<file path="config.mk">
export PLATFORM = sky130hd
export DESIGN_NAME = seg595_frame_decoder
export DESIGN_NICKNAME = d
export VERILOG_FILES = /design/src/rtl/seg595_frame_decoder.sv
export SDC_FILE = /design/constraint.sdc
export NUM_CORES = 1
export LEC_CHECK = 0
export ABC_AREA = 1
export BUFFER_PORTS_ARGS = -buffer_cell sky130_fd_sc_hd__buf_2
export CORE_UTILIZATION = 58
export DETAILED_ROUTE_END_ITERATION = 10
export GPL_ROUTABILITY_DRIVEN = 1
export MAX_ROUTING_LAYER = met4
export PLACE_DENSITY = 0.76
export SLEW_MARGIN = 30
export SYNTH_ARGS = -nofsm -noshare
export SYNTH_HDL_FRONTEND = slang
export SYNTH_SLANG_ARGS = --single-unit
export TNS_END_PERCENT = 20
</file>
<file path="constraint.sdc">
create_clock -name clk -period 2 [get_ports clk]
set_input_delay 0.3 -clock clk [delete_from_list [all_inputs] [get_ports clk]]
set_output_delay 0.3 -clock clk [all_outputs]
set_load 0.02 [all_outputs]
</file>
<file path="src/rtl/seg595_frame_decoder.sv">
// seg595_frame_decoder: oversampling receiver for the 74HC595 dio/sclk/rclk display link.
module seg595_frame_decoder #(
  parameter int SYNC_STAGES    = 2,
  parameter int TIMEOUT_CYCLES = 100000
) (
  input  logic        clk,
  input  logic        rst,
  input  logic        dio,
  input  logic        sclk,
  input  logic        rclk,
  output logic [31:0] digits,
  output logic [7:0]  dps,
  output logic [7:0]  digit_valid,
  output logic        frame_valid,
  output logic        scan_done,
  output logic        frame_err,
  output logic        stale
);
  localparam int TW = $clog2(TIMEOUT_CYCLES + 1);
  localparam logic [TW-1:0] TMAX = TW'(TIMEOUT_CYCLES);
  logic [SYNC_STAGES-1:0] dio_q, sclk_q, rclk_q;
  logic                   sclk_p, rclk_p;
  logic [15:0]            shreg;
  logic [4:0]             cnt;
  logic [7:0]             mask, sel, new_mask;
  logic [TW-1:0]          tcnt;
  logic                   dio_s, sclk_rise, rclk_rise, sel_ok, dec_ok, accept;
  logic [3:0]             dec_val;
  assign dio_s     = dio_q[SYNC_STAGES-1];
  assign sclk_rise = sclk_q[SYNC_STAGES-1] & ~sclk_p;
  assign rclk_rise = rclk_q[SYNC_STAGES-1] & ~rclk_p;
  assign sel       = shreg[7:0];
  assign sel_ok    = (sel != 8'd0) && ((sel & (sel - 8'd1)) == 8'd0);
  assign accept    = rclk_rise && cnt == 5'd16 && sel_ok && dec_ok;
  assign new_mask  = mask | sel;
  assign stale     = tcnt == TMAX;
  always_comb begin
    {dec_ok, dec_val} = 5'b0_0000;
    case (shreg[14:8])
      7'h40: {dec_ok, dec_val} = {1'b1, 4'h0};
      7'h79: {dec_ok, dec_val} = {1'b1, 4'h1};
      7'h24: {dec_ok, dec_val} = {1'b1, 4'h2};
      7'h30: {dec_ok, dec_val} = {1'b1, 4'h3};
      7'h19: {dec_ok, dec_val} = {1'b1, 4'h4};
      7'h12: {dec_ok, dec_val} = {1'b1, 4'h5};
      7'h02: {dec_ok, dec_val} = {1'b1, 4'h6};
      7'h78: {dec_ok, dec_val} = {1'b1, 4'h7};
      7'h00: {dec_ok, dec_val} = {1'b1, 4'h8};
      7'h10: {dec_ok, dec_val} = {1'b1, 4'h9};
      7'h08: {dec_ok, dec_val} = {1'b1, 4'hA};
      7'h03: {dec_ok, dec_val} = {1'b1, 4'hB};
      7'h46: {dec_ok, dec_val} = {1'b1, 4'hC};
      7'h21: {dec_ok, dec_val} = {1'b1, 4'hD};
      7'h06: {dec_ok, dec_val} = {1'b1, 4'hE};
      7'h0E: {dec_ok, dec_val} = {1'b1, 4'hF};
      default: {dec_ok, dec_val} = 5'b0_0000;
    endcase
  end
  always_ff @(posedge clk or negedge rst) begin
    if (!rst) begin
      dio_q       <= '0;
      sclk_q      <= '0;
      rclk_q      <= '0;
      sclk_p      <= 1'b0;
      rclk_p      <= 1'b0;
      shreg       <= 16'hFFFF;
      cnt         <= 5'd0;
      mask        <= 8'd0;
      tcnt        <= '0;
      digits      <= 32'd0;
      dps         <= 8'd0;
      digit_valid <= 8'd0;
      frame_valid <= 1'b0;
      scan_done   <= 1'b0;
      frame_err   <= 1'b0;
    end else begin
      dio_q       <= {dio_q[SYNC_STAGES-2:0], dio};
      sclk_q      <= {sclk_q[SYNC_STAGES-2:0], sclk};
      rclk_q      <= {rclk_q[SYNC_STAGES-2:0], rclk};
      sclk_p      <= sclk_q[SYNC_STAGES-1];
      rclk_p      <= rclk_q[SYNC_STAGES-1];
      frame_valid <= accept;
      frame_err   <= rclk_rise && !accept;
      scan_done   <= accept && new_mask == 8'hFF;
      if (sclk_rise) shreg <= {shreg[14:0], dio_s};
      // a shift coinciding with the latch belongs to the next frame
      cnt  <= rclk_rise ? {4'd0, sclk_rise} : (sclk_rise && cnt != 5'd31) ? cnt + 5'd1 : cnt;
      tcnt <= rclk_rise ? '0 : stale ? tcnt : tcnt + TW'(1);
      if (accept) begin
        mask        <= new_mask == 8'hFF ? 8'd0 : new_mask;
        digit_valid <= digit_valid | sel;
        for (int i = 0; i < 8; i++)
          if (sel[i]) begin
            digits[4*i +: 4] <= dec_val;
            dps[i]           <= ~shreg[15];
          end
      end
    end
  end
endmodule
</file>
**After elaboration in Yosys (flattened, before gate mapping)**

Cells that the tools add are included.

- Register bits after elaboration: 105
- Word-level logic and storage cells: 88
- Input port bits: 5

- Muxes and demuxes: 7
- Bitwise logic cells: 8
- Equality and inequality tests: 20
- Add/subtract/negate cells: 3
- Reductions and logical operators: 21

Operators by type and width:

| kind | count |
|---|---|
| 4-bit case mux with 15 select lines | 1 |
| 17-bit two-way mux | 2 |
| 7-bit == test (second input constant) | 4 |
| 7-bit by 5-bit == test with 1-bit output (second input constant) | 3 |
| 7-bit by 6-bit == test with 1-bit output (second input constant) | 3 |
| 17-bit by 1-bit adder with 17-bit output (second input constant) | 1 |
| 17-bit == test (second input constant) | 1 |
| 8-bit OR | 2 |
| 2-bit AND reduction | 8 |
| 16-bit OR reduction | 1 |
| 7-bit by 2-bit == test with 1-bit output (second input constant) | 2 |
| 7-bit by 4-bit == test with 1-bit output (second input constant) | 2 |
| 5-bit two-way mux | 2 |
| 8-bit bitwise AND | 1 |
| 8-bit == test (second input constant) | 1 |
| 8-bit logical NOT | 1 |
| 8-bit two-way mux | 1 |
| 8-bit nonzero test | 1 |
| 8-bit by 1-bit subtractor with 8-bit output (second input constant) | 1 |
| 7-bit by 3-bit == test with 1-bit output (second input constant) | 1 |
| 1-bit logical AND | 7 |
| 7-bit logical NOT | 1 |
| 5-bit by 1-bit adder with 5-bit output (second input constant) | 1 |
| 5-bit == test (second input constant) | 1 |
| other kinds (7) | 10 |

**Longest topological paths before layout**

- Depth after elaboration: 8
- Mapped depth: 12
- Gate-level depth less buffers: 11

**Least setup slack after synthesis**

No wires, ideal clock.

- Kind: register to register
- Start: reg shreg[11]
- End: reg digits[13]
- Setup slack: 0.329 ns
- Setup time: 0.118 ns
- Arrival time: 1.553 ns
- Buffers on the path: 2
- Data required time: 1.882 ns
- Stages on the path, launching flop included: 12
- Path through: dfstp_2 -> inv_1 -> nand2_2 -> nor2_1 -> nand2_1 -> nand3_2 -> nor2_2 -> nand3_4 -> buf_12 -> buf_6 -> nand4_1 -> nand2_1

- Word-level cells in the longest chain between the ends: 5

RTL lines:

| element | RTL line | text |
|---|---|---|
| start, declared | 23 | `logic [15:0] shreg;` |
| start signal, assigned | 85 | `if (sclk_rise) shreg <= {shreg[14:0], dio_s};` |
| 7-bit by 4-bit == test with 1-bit output (tied with other cells) | 39 | `case (shreg[14:8])` |
| 16-bit OR reduction (no source line) | n/a |  |
| 1-bit two-way mux | 39 |  |
| 1-bit logical AND | 34 | `assign accept = rclk_rise && cnt == 5'd16 && sel_ok && dec_ok;` |
| 2-bit AND reduction (no source line) | n/a |  |
| end signal, assigned by index | 94 | `digits[4*i +: 4] <= dec_val;` |
| end, declared | 11 | `output logic [31:0] digits,` |

Parallel ways exist; a longest one is shown, timed or not.
A chain may end at the register's enable or synchronous reset.

**Final worst setup path**

- Start: reg shreg[3]
- End: reg digits[12]

- Word-level cells in the longest chain between the ends: 7

RTL lines:

| element | RTL line | text |
|---|---|---|
| 8-bit by 1-bit subtractor with 8-bit output | 33 | `assign sel_ok = (sel != 8'd0) && ((sel & (sel - 8'd1)) == 8'd0);` |
| 8-bit bitwise AND | 33 |  |
| 8-bit logical NOT | 33 |  |
| 1-bit logical AND | 33 |  |
| 1-bit logical AND (2 in a row) | 34 |  |
| 2-bit AND reduction (no source line) (*) | n/a |  |

Mark *: on every way between the ends. The rest lies on a longest branch, timed or not.

==> results.sh <==
export IMPL_worstSetupPathType="reg2reg"
export IMPL_worstPathCellList="nor2_2 > nand2_1 > nand2_1 > nand2_1 > o21ai_1 > nand2_1 > nor2_4 > buf_12 > clkbuf_16 > nand4_1 > nand2_1"
export IMPL_fin_cells=787
export IMPL_clock_sinks=105
export IMPL_drcViolationCount=0
export IMPL_ys_seq_area_frac=0.519
export IMPL_syn_area_um2=5100
export IMPL_drv_slew=0
export IMPL_crit_buf_inv=2
export IMPL_drive_gt1_frac=0.230
export IMPL_grt_pass1_vias=3756
export IMPL_grt_pass1_wl_mm=17.1
export IMPL_ant_nets=0
export IMPL_fin_crit_sh=0.974
export IMPL_leakagePower_nw=3.17
export IMPL_rsz0062_at_grt="yes"
export IMPL_grt_overflow=0
export IMPL_die_area_um2=9180
export IMPL_core_um2=8380
export IMPL_clk_pin_slew_ps=100
export IMPL_hold_path_class="in2reg"
export IMPL_critPathTopFamily="simple AND/OR/NAND/NOR gates"
export IMPL_chipHeight_um=95.8
export IMPL_p_per_area_nw_per_um2=901
export IMPL_max_stage_delay_ps=460
export IMPL_syn_inst=606
export IMPL_grt_max_degree=41
export IMPL_dpl_worst_slack_ps=89.3
export IMPL_slew_limit_headroom=0.710
export IMPL_fillers=644
export IMPL_avgSynthCellArea_um2=8.42
export IMPL_dp_cells=756
export IMPL_cp_max_fo=10
export IMPL_max_slew_worst_pin_slew_ps=434
export IMPL_regArea_um2=2650
export IMPL_hold_depth=1
export IMPL_antenna_cells=0
export IMPL_clock_path_buffers=2
export IMPL_clock_fmax_mhz=513
export IMPL_ios=57
export IMPL_cp_depth=11
export IMPL_ys_warn_count=0
export IMPL_syn_nets=616
export IMPL_critPathSlowestCell="dfstp_2"
export IMPL_outcome="finished clean"
export IMPL_max_cap_viol_count=0
export IMPL_cp_required_ps=2310
export IMPL_ys_types=34
export IMPL_htree_levels=3
export IMPL_wirelength_mm=11.1
export IMPL_critPathLaunchType="flip-flop"
export IMPL_dp_hpwl_mm=7.26
export IMPL_multi_input_area_um2=2110
export IMPL_drt_pass1_iterations=5
export IMPL_vias_per_cell=5.47
export IMPL_track_usage=0.247
export IMPL_r2r_cells=11
export IMPL_gp_congestion=0.873
export IMPL_rows=33
export IMPL_ys_ff_latch=105
export IMPL_setup_violations=0
export IMPL_syn_to_final_growth_pct=16.6
export IMPL_min_period_ps=1950
export IMPL_cts_root_buf="clkbuf_8"
export IMPL_num_nets_final=687
export IMPL_drt_iter0_markers=267
export IMPL_via_count=4308
export IMPL_start_util=0.609
export IMPL_fin_worst_skew_ps=11.3
export IMPL_antenna_found_initial=0
export IMPL_crit_top_cell="nand2_1"
export IMPL_finalHoldViolCount=0
export IMPL_arrival_ps=2260
export IMPL_wire_per_inst_um=14.1
export IMPL_end_kind="flip-flop"
export IMPL_io_buffers=56
export IMPL_cts_tree="built"
export IMPL_postLayoutSetupSlackWorst_ps=51.1
export IMPL_numCtsBuffers=9
export IMPL_die_x_um=95.8
export IMPL_clock_latency_ps=370
export IMPL_ir_worst_vdd_mv=0.574
[logic make-up after synthesis]
family	Yosys count	share of synthesized area
AO/OA/AOI/OAI	37	0.0377
AND/OR/NAND/NOR	372	0.350
flip-flops	105	0.519
buffers and inverters	83	0.0750
XOR/XNOR	4	0.00686
adder cells (fa/ha/maj)	5	0.0123
[flip-flops by register name, indices dropped and copies added, names as in the netlist]
signal       count
cnt              5
digit_valid      8
digits          32
dio_q            2
dps              8
frame_err        1
frame_valid      1
mask             8
rclk_p           1
rclk_q           2
scan_done        1
sclk_p           1
sclk_q           2
shreg           16
tcnt            17
[worst register-to-register path, delay by kind of cell (launching register included)]
family | cells | cell delay, ps
DFF | 1 | 460
and+or+nand+nor | 8 | 1000
buffers and inverters | 2 | 310
AOI/OAI and AO/OA | 1 | 120
[routing by layer]
metal  wire length [um]  vias up  GRT usage
met2               5390      140      0.396
met5                  0        -          -
met1               4940     2039      0.319
met3                571       23     0.0403
li1                   -     2106          -
met4                188        0     0.0896
[final cells by class]
type,count,share of cell area
Sequential cell,105,0.445
Multi-Input combinational cell,418,0.354
Timing Repair Buffer,85,0.111
Inverter,58,0.0366
Clock buffer,10,0.0231
Tap cell,105,0.0221
Clock inverter,6,0.00883
[cells in the final DEF (no fill, tap or decap), types with 3 or more instances in the layout]
master,count
nand3_4,10
buf_6,3
buf_12,6
or2_2,6
xor2_1,3
clkbuf_16,4
dfrtp_1,89
buf_2,55
nor2_1,63
inv_2,5
a21oi_1,9
buf_4,16
nand3_1,18
ha_1,4
o21ai_1,3
nand2_2,4
o21ai_0,22
nand2_1,192
inv_1,52
nand4_1,54
nor3_2,3
clkinv_4,3
nor3_1,7
nor2_2,7
dfstp_2,16
clkbuf_8,10
[cell usage after synthesis, drive strengths merged]
master | count | area (um2)
nor3 | 10 | 50.1
dfrtp | 89 | 2230
clkinv | 1 | 3.75
nand3 | 29 | 275
clkbuf | 5 | 18.8
a22oi | 1 | 7.51
xnor2 | 1 | 8.76
and2 | 1 | 8.76
ha | 5 | 62.6
inv | 57 | 214
nor4 | 2 | 18.8
nand4 | 54 | 338
dfstp | 16 | 420
o211ai | 1 | 7.51
nor2 | 72 | 300
nand2 | 196 | 743
a21oi | 9 | 45.0
or2 | 6 | 37.5
xor2 | 3 | 26.3
and3 | 1 | 6.26
o31ai | 1 | 7.51
o21ai | 25 | 125
buf | 20 | 146
nand2b | 1 | 6.26
[path summary, 6_finish.rpt]
path                                      start                      to  slack [ps]
setup / recovery           shreg[3]$_DFFE_PN1P_  digits[12]$_DFFE_PN0P_          50
hold / removal                             sclk     sclk_q[0]$_DFF_PN0_          40
setup reg to reg           shreg[3]$_DFFE_PN1P_  digits[12]$_DFFE_PN0P_          50
hold reg to reg             rclk_q[0]$_DFF_PN0_     rclk_q[1]$_DFF_PN0_         350
max in group asynchronous                   rst    shreg[9]$_DFFE_PN1P_        1000
min in group asynchronous                   rst  digits[16]$_DFFE_PN0P_         400
[metrics by stage]
stage	total power [W]	utilization	area, um2	hold slack, ps	TNS [ps]
after floorplan	0.00361	-	5100	4.41	0
after global placement	0.00389	0.659	5520	245	0
after detailed placement	0.00393	0.659	5520	257	0
after CTS	0.00517	0.683	5720	20.5	0
after global routing	0.00566	0.710	5950	15.5	-690
final	0.00536	0.710	5950	36.3	0
[timing repair]
action	CTS	global route
hold buffers	1	0
setup endpoints to repair	0	43
hold endpoints to repair	26	0
gates resized for setup	0	9
setup buffers	0	8
[power by group]
part           switching (W)  internal (W)  total (W)  leakage (nW)
Clock               0.000749      0.000502    0.00125        0.0906
Combinational        0.00106      0.000604    0.00166          1.70
Sequential          0.000174       0.00228    0.00245          1.38
(Power assumes the default switching activity.)
